<file path="src/rtl/ysyx_25060170_seq_ctrl.sv">
// Multi-cycle instruction sequencer: walks FETCH/DECODE/EXEC/MEM/WB, handshakes with
// instruction/data memory under a response timeout, and counts retired instructions and active cycles.
module ysyx_25060170_seq_ctrl #(
    parameter int TIMEOUT = 200,
    parameter int TO_W    = 8,
    parameter int CNT_W   = 32
) (
    input  logic             clk,
    input  logic             rst_n,
    output logic             o_ifu_req,
    input  logic             i_ifu_rvalid,
    output logic             o_inst_latch_en,
    input  logic             i_dec_is_load,
    input  logic             i_dec_is_store,
    input  logic             i_dec_regw,
    input  logic             i_dec_ebreak,
    input  logic             i_dec_illegal,
    output logic             o_exu_en,
    output logic             o_lsu_req,
    output logic             o_lsu_wen,
    input  logic             i_lsu_rvalid,
    output logic             o_rf_wen,
    output logic             o_pc_wen,
    output logic [2:0]       o_state,
    output logic             o_halted,
    output logic             o_err,
    output logic [CNT_W-1:0] o_instret,
    output logic [CNT_W-1:0] o_cycles
);

    // state  | meaning
    // IDLE   | one cycle after reset release
    // FETCH  | ifu_req held until ifu_rvalid
    // DECODE | capture decode flags, trap check
    // EXEC   | ALU / branch evaluation
    // MEM    | lsu_req held until lsu_rvalid
    // WB     | register/PC write, retire
    // HALT   | ebreak, sticky until reset
    // ERR    | illegal opcode or timeout, sticky
    typedef enum logic [2:0] {
        S_IDLE   = 3'd0,
        S_FETCH  = 3'd1,
        S_DECODE = 3'd2,
        S_EXEC   = 3'd3,
        S_MEM    = 3'd4,
        S_WB     = 3'd5,
        S_HALT   = 3'd6,
        S_ERR    = 3'd7
    } state_t;

    state_t            r_state;
    state_t            w_next;
    logic              r_ld;
    logic              r_st;
    logic              r_regw;
    logic [TO_W-1:0]   r_wait;
    logic [CNT_W-1:0]  r_instret;
    logic [CNT_W-1:0]  r_cycles;
    logic              w_timeout;
    logic              w_waiting;
    logic              w_active;

    // A response in the same cycle the limit is reached still wins: rvalid is checked first below.
    assign w_timeout = (TIMEOUT != 0) && (r_wait == TO_W'(TIMEOUT));
    assign w_active  = r_state inside {S_FETCH, S_DECODE, S_EXEC, S_MEM, S_WB};
    assign w_waiting = (w_next == r_state) && (r_state == S_FETCH || r_state == S_MEM);

    always_comb begin
        w_next = r_state;
        case (r_state)
            S_IDLE:   w_next = S_FETCH;
            S_FETCH: begin
                if (i_ifu_rvalid)   w_next = S_DECODE;
                else if (w_timeout) w_next = S_ERR;
            end
            S_DECODE: begin
                if (i_dec_illegal)     w_next = S_ERR;
                else if (i_dec_ebreak) w_next = S_HALT;
                else                   w_next = S_EXEC;
            end
            S_EXEC:   w_next = (r_ld || r_st) ? S_MEM : S_WB;
            S_MEM: begin
                if (i_lsu_rvalid)   w_next = S_WB;
                else if (w_timeout) w_next = S_ERR;
            end
            S_WB:     w_next = S_FETCH;
            S_HALT:   w_next = S_HALT;
            S_ERR:    w_next = S_ERR;
        endcase
    end

    always_ff @(posedge clk or negedge rst_n) begin
        if (!rst_n) begin
            r_state <= S_IDLE;
        end else begin
            r_state <= w_next;
        end
    end

    always_ff @(posedge clk or negedge rst_n) begin
        if (!rst_n) begin
            r_ld   <= 1'b0;
            r_st   <= 1'b0;
            r_regw <= 1'b0;
        end else if (r_state == S_DECODE) begin
            r_ld   <= i_dec_is_load;
            r_st   <= i_dec_is_store;
            r_regw <= i_dec_regw;
        end
    end

    // Any cycle that is not a continued wait clears the counter, so entry to FETCH/MEM starts at 0.
    always_ff @(posedge clk or negedge rst_n) begin
        if (!rst_n) begin
            r_wait <= '0;
        end else if (w_waiting) begin
            r_wait <= r_wait + TO_W'(1);
        end else begin
            r_wait <= '0;
        end
    end

    always_ff @(posedge clk or negedge rst_n) begin
        if (!rst_n) begin
            r_instret <= '0;
            r_cycles  <= '0;
        end else begin
            if (r_state == S_WB) r_instret <= r_instret + CNT_W'(1);
            if (w_active)        r_cycles  <= r_cycles + CNT_W'(1);
        end
    end

    always_comb begin
        o_ifu_req       = 1'b0;
        o_inst_latch_en = 1'b0;
        o_exu_en        = 1'b0;
        o_lsu_req       = 1'b0;
        o_lsu_wen       = 1'b0;
        o_rf_wen        = 1'b0;
        o_pc_wen        = 1'b0;
        o_halted        = 1'b0;
        o_err           = 1'b0;
        case (r_state)
            S_FETCH: begin
                o_ifu_req       = 1'b1;
                o_inst_latch_en = i_ifu_rvalid;
            end
            S_EXEC:  o_exu_en = 1'b1;
            S_MEM: begin
                o_lsu_req = 1'b1;
                o_lsu_wen = r_st;
            end
            S_WB: begin
                o_rf_wen = r_regw;
                o_pc_wen = 1'b1;
            end
            S_HALT:  o_halted = 1'b1;
            S_ERR:   o_err    = 1'b1;
            default: ;
        endcase
    end

    assign o_state   = r_state;
    assign o_instret = r_instret;
    assign o_cycles  = r_cycles;

endmodule

</file>
<file path="config.mk">
export PLATFORM = sky130hd
export DESIGN_NAME = ysyx_25060170_seq_ctrl
export DESIGN_NICKNAME = d
export VERILOG_FILES = /design/src/rtl/ysyx_25060170_seq_ctrl.sv
export SDC_FILE = /design/constraint.sdc
export NUM_CORES = 1
export LEC_CHECK = 0
export ABC_AREA = 1
export BUFFER_PORTS_ARGS = -buffer_cell sky130_fd_sc_hd__clkbuf_2
export CAP_MARGIN = 15
export CORE_MARGIN = 2
export CORE_UTILIZATION = 40
export DETAILED_ROUTE_END_ITERATION = 16
export HOLD_SLACK_MARGIN = 0.05
export PLACE_DENSITY_LB_ADDON = 0.05
export SLEW_MARGIN = 20
export SYNTH_ARGS = -nofsm -noshare
export SYNTH_HDL_FRONTEND = slang
export SYNTH_SLANG_ARGS = --single-unit
</file>
<file path="constraint.sdc">
create_clock -name clk -period 4 [get_ports clk]
set_input_delay 1 -clock clk [delete_from_list [all_inputs] [get_ports clk]]
set_output_delay 1 -clock clk [all_outputs]
set_load 0.05 [all_outputs]
</file>
==> results.json <==
{
  "clock.fmax_mhz": 331,
  "hold_end": "r_wait[0]",
  "antenna_left": 0,
  "antenna_found_initial": 0,
  "max-cap-violations": 0,
  "grt_pass1_wl_um": 20200,
  "portBuffers": 84,
  "hold_buffers": 0,
  "routed_wl_um": 11800,
  "finalNetCount": 748,
  "yosys_warnings": 0,
  "setup_tns_ps": 0,
  "period_share": 0.755,
  "via_per_inst": 4.81,
  "n_antenna_cell": 0,
  "drt_iter0_drc": 249,
  "ir_drop_v": 0.000691,
  "whs_ps": 456,
  "dpl-instance-area_mm2": 0.00524,
  "ys_seq_area_frac": 0.419,
  "dp.cells": 867,
  "hold_depth": 1,
  "hp-class": "reg -> reg",
  "gp_congestion": 0.876,
  "vias": 4243,
  "wl_per_cell_um": 13.3,
  "synth_fp_nets": 658,
  "ios": 85,
  "ys_ff_latch": 78,
  "cp-end-kind": "output pin",
  "cp_max_fo": 19,
  "syn_area_mm2": 0.00466,
  "drive_gt1_frac": 0.162,
  "r2r.worst_path.cells": 7,
  "first_pass_iters": 5,
  "timing.rr.start": "o_state[0]",
  "cts_buffers": 9,
  "final.setup.worst_slack_ps": 979,
  "worstMarginPinSlew_ps": 743,
  "clock_path_buffers": 2,
  "insertion_delay_ps": 340,
  "design_area_mm2": 0.00555,
  "power.leakage_nw": 2.67,
  "die-area_mm2": 0.0125,
  "synthDistinctLibCells": 33,
  "core_mm2": 0.0114,
  "final_cells": 883,
  "cts_sinks": 78,
  "ctsResizeCount": 0,
  "num_rows": 39,
  "nFillCells": 1180,
  "status": "completed",
  "cp_data_required_time_ps": 3000,
  "cts_tree": "done",
  "synth_cells": 645,
  "finalSetupViolations": 0,
  "post-cts-setup-buffers": 0,
  "drc": 0,
  "drv_slew": 0,
  "grt_setup_unrepaired": "false",
  "crit_type": "reg -> out",
  "powerDensity_mw_per_mm2": 511,
  "grt_pass1_vias": 4132,
  "hold_start": "r_wait[0]",
  "clkTransAtPathRegs_ps": 60,
  "critPathLaunchType": "register",
  "htreeDepth": 3,
  "preCtsSetupSlack_ps": 1340,
  "worst_ep_arrival_time_ps": 2020,
  "avgSynthCellArea_um2": 7.23,
  "grt_max_degree": 79,
  "die_h_um": 112,
  "reg2reg_slack_ps": 2000,
  "grt-ovfl-total": 0,
  "fin_worst_skew_ps": 9.01,
  "slew_headroom": 0.505,
  "die_w_um": 112,
  "cts-root-buf": "clkbuf_16",
  "grtUsageTotal": 0.199,
  "syn_to_final_growth_pct": 19.0,
  "min_period_ps": 3020,
  "hold_violations": 0,
  "reg2reg_to": "o_cycles[21]",
  "dpl.hpwl_um": 8850,
  "initial_core_util": 0.408
}
## placed cells by master (no fill, tap or decap), drive strengths merged, types with 2 or more instances in the layout
master and n:
xnor2 11, nor3 30, xor2 31, clkinv 2, ha 4, nor2 100, inv 76, o21ai 21
nand3b 8, a21oi 8, dfrtp 78, clkbuf 96, nand2 226, nand3 32, nand4 11
## per-layer routing
layer / share of wire / wire, um / vias to the layer above / track usage
met1: 0.49 / 5770 / 1936 / 0.280
met5: 0 / 0 / - / 0
met3: 0.054 / 631 / 14 / 0.0435
met4: 0.016 / 186 / 0 / 0.0707
met2: 0.44 / 5190 / 106 / 0.306
li1: - / - / 2187 / -
## kinds of logic after synthesis
logic type,after synthesis,share of synthesized area
and+or+nand+nor,407,0.387
buffers and inverters,82,0.0671
DFF,78,0.419
xor gates and xnor gates,42,0.0805
AOI/OAI and AO/OA,32,0.0360
adders and majority gates,4,0.0107
## metrics by stage
stage	total power [W]	utilization
detailed placement	0.00200	0.459
global placement	0.00199	0.459
CTS	0.00287	0.485
floorplan	0.00178	-
finish	0.00283	0.486
global route	0.00301	0.486
## sequential cells by signal (all words and copies together) (netlist names)
register	count
o_cycles	32
o_instret	32
o_state	3
r_ld	1
r_regw	1
r_st	1
r_wait	8
## power by group
part / switching [W] / internal, W / leakage (nW) / total (W)
sequential: 0.000128 / 0.000879 / 1.06 / 0.00101
combinational: 0.000763 / 0.000213 / 1.47 / 0.000976
clock: 0.000333 / 0.000517 / 0.146 / 0.000850
## cell usage after synthesis, drive strengths merged
master	n	area share
nand4	11	0.015
a31oi	1	0.0013
buf	3	0.0035
a21oi	8	0.0086
xor2	31	0.060
xnor2	11	0.021
ha	4	0.011
nor2	100	0.094
nor3	30	0.036
nand3b	8	0.013
inv	76	0.061
clkinv	1	0.00080
dfrtp	78	0.42
nand2	226	0.19
nand3	32	0.043
clkbuf	2	0.0016
o41ai	1	0.0019
a21boi	1	0.0016
o21ai	21	0.023
## worst max-delay path, stage by stage (launching register included)
cell and delay (ps):
dfrtp_1 480, inv_2 130, nand3_4 200, clkinv_1 480, clkbuf_2 390
## worst max path at each step
| stage | from | endpoint |
|---|---|---|
| final | o_state[1] | o_pc_wen |
| after global routing | o_state[1] | o_pc_wen |
| after CTS | o_state[1] | o_pc_wen |
| after detailed placement | o_state[0] | o_pc_wen |
| after global placement | i_ifu_rvalid | o_inst_latch_en |
| after floorplan | o_state[0] | o_rf_wen |
## final cells by class
cell class | instances | area (um2) | share of cell area
clock buffer | 13 | 260 | 0.0469
multi-input combinational | 485 | 2400 | 0.432
inverter | 77 | 289 | 0.0521
tap | 143 | 179 | 0.0323
timing repair buffer | 84 | 427 | 0.0769
clock inverter | 3 | 42.5 | 0.00767
sequential | 78 | 1950 | 0.352
Power figures use the tool's default switching activity.
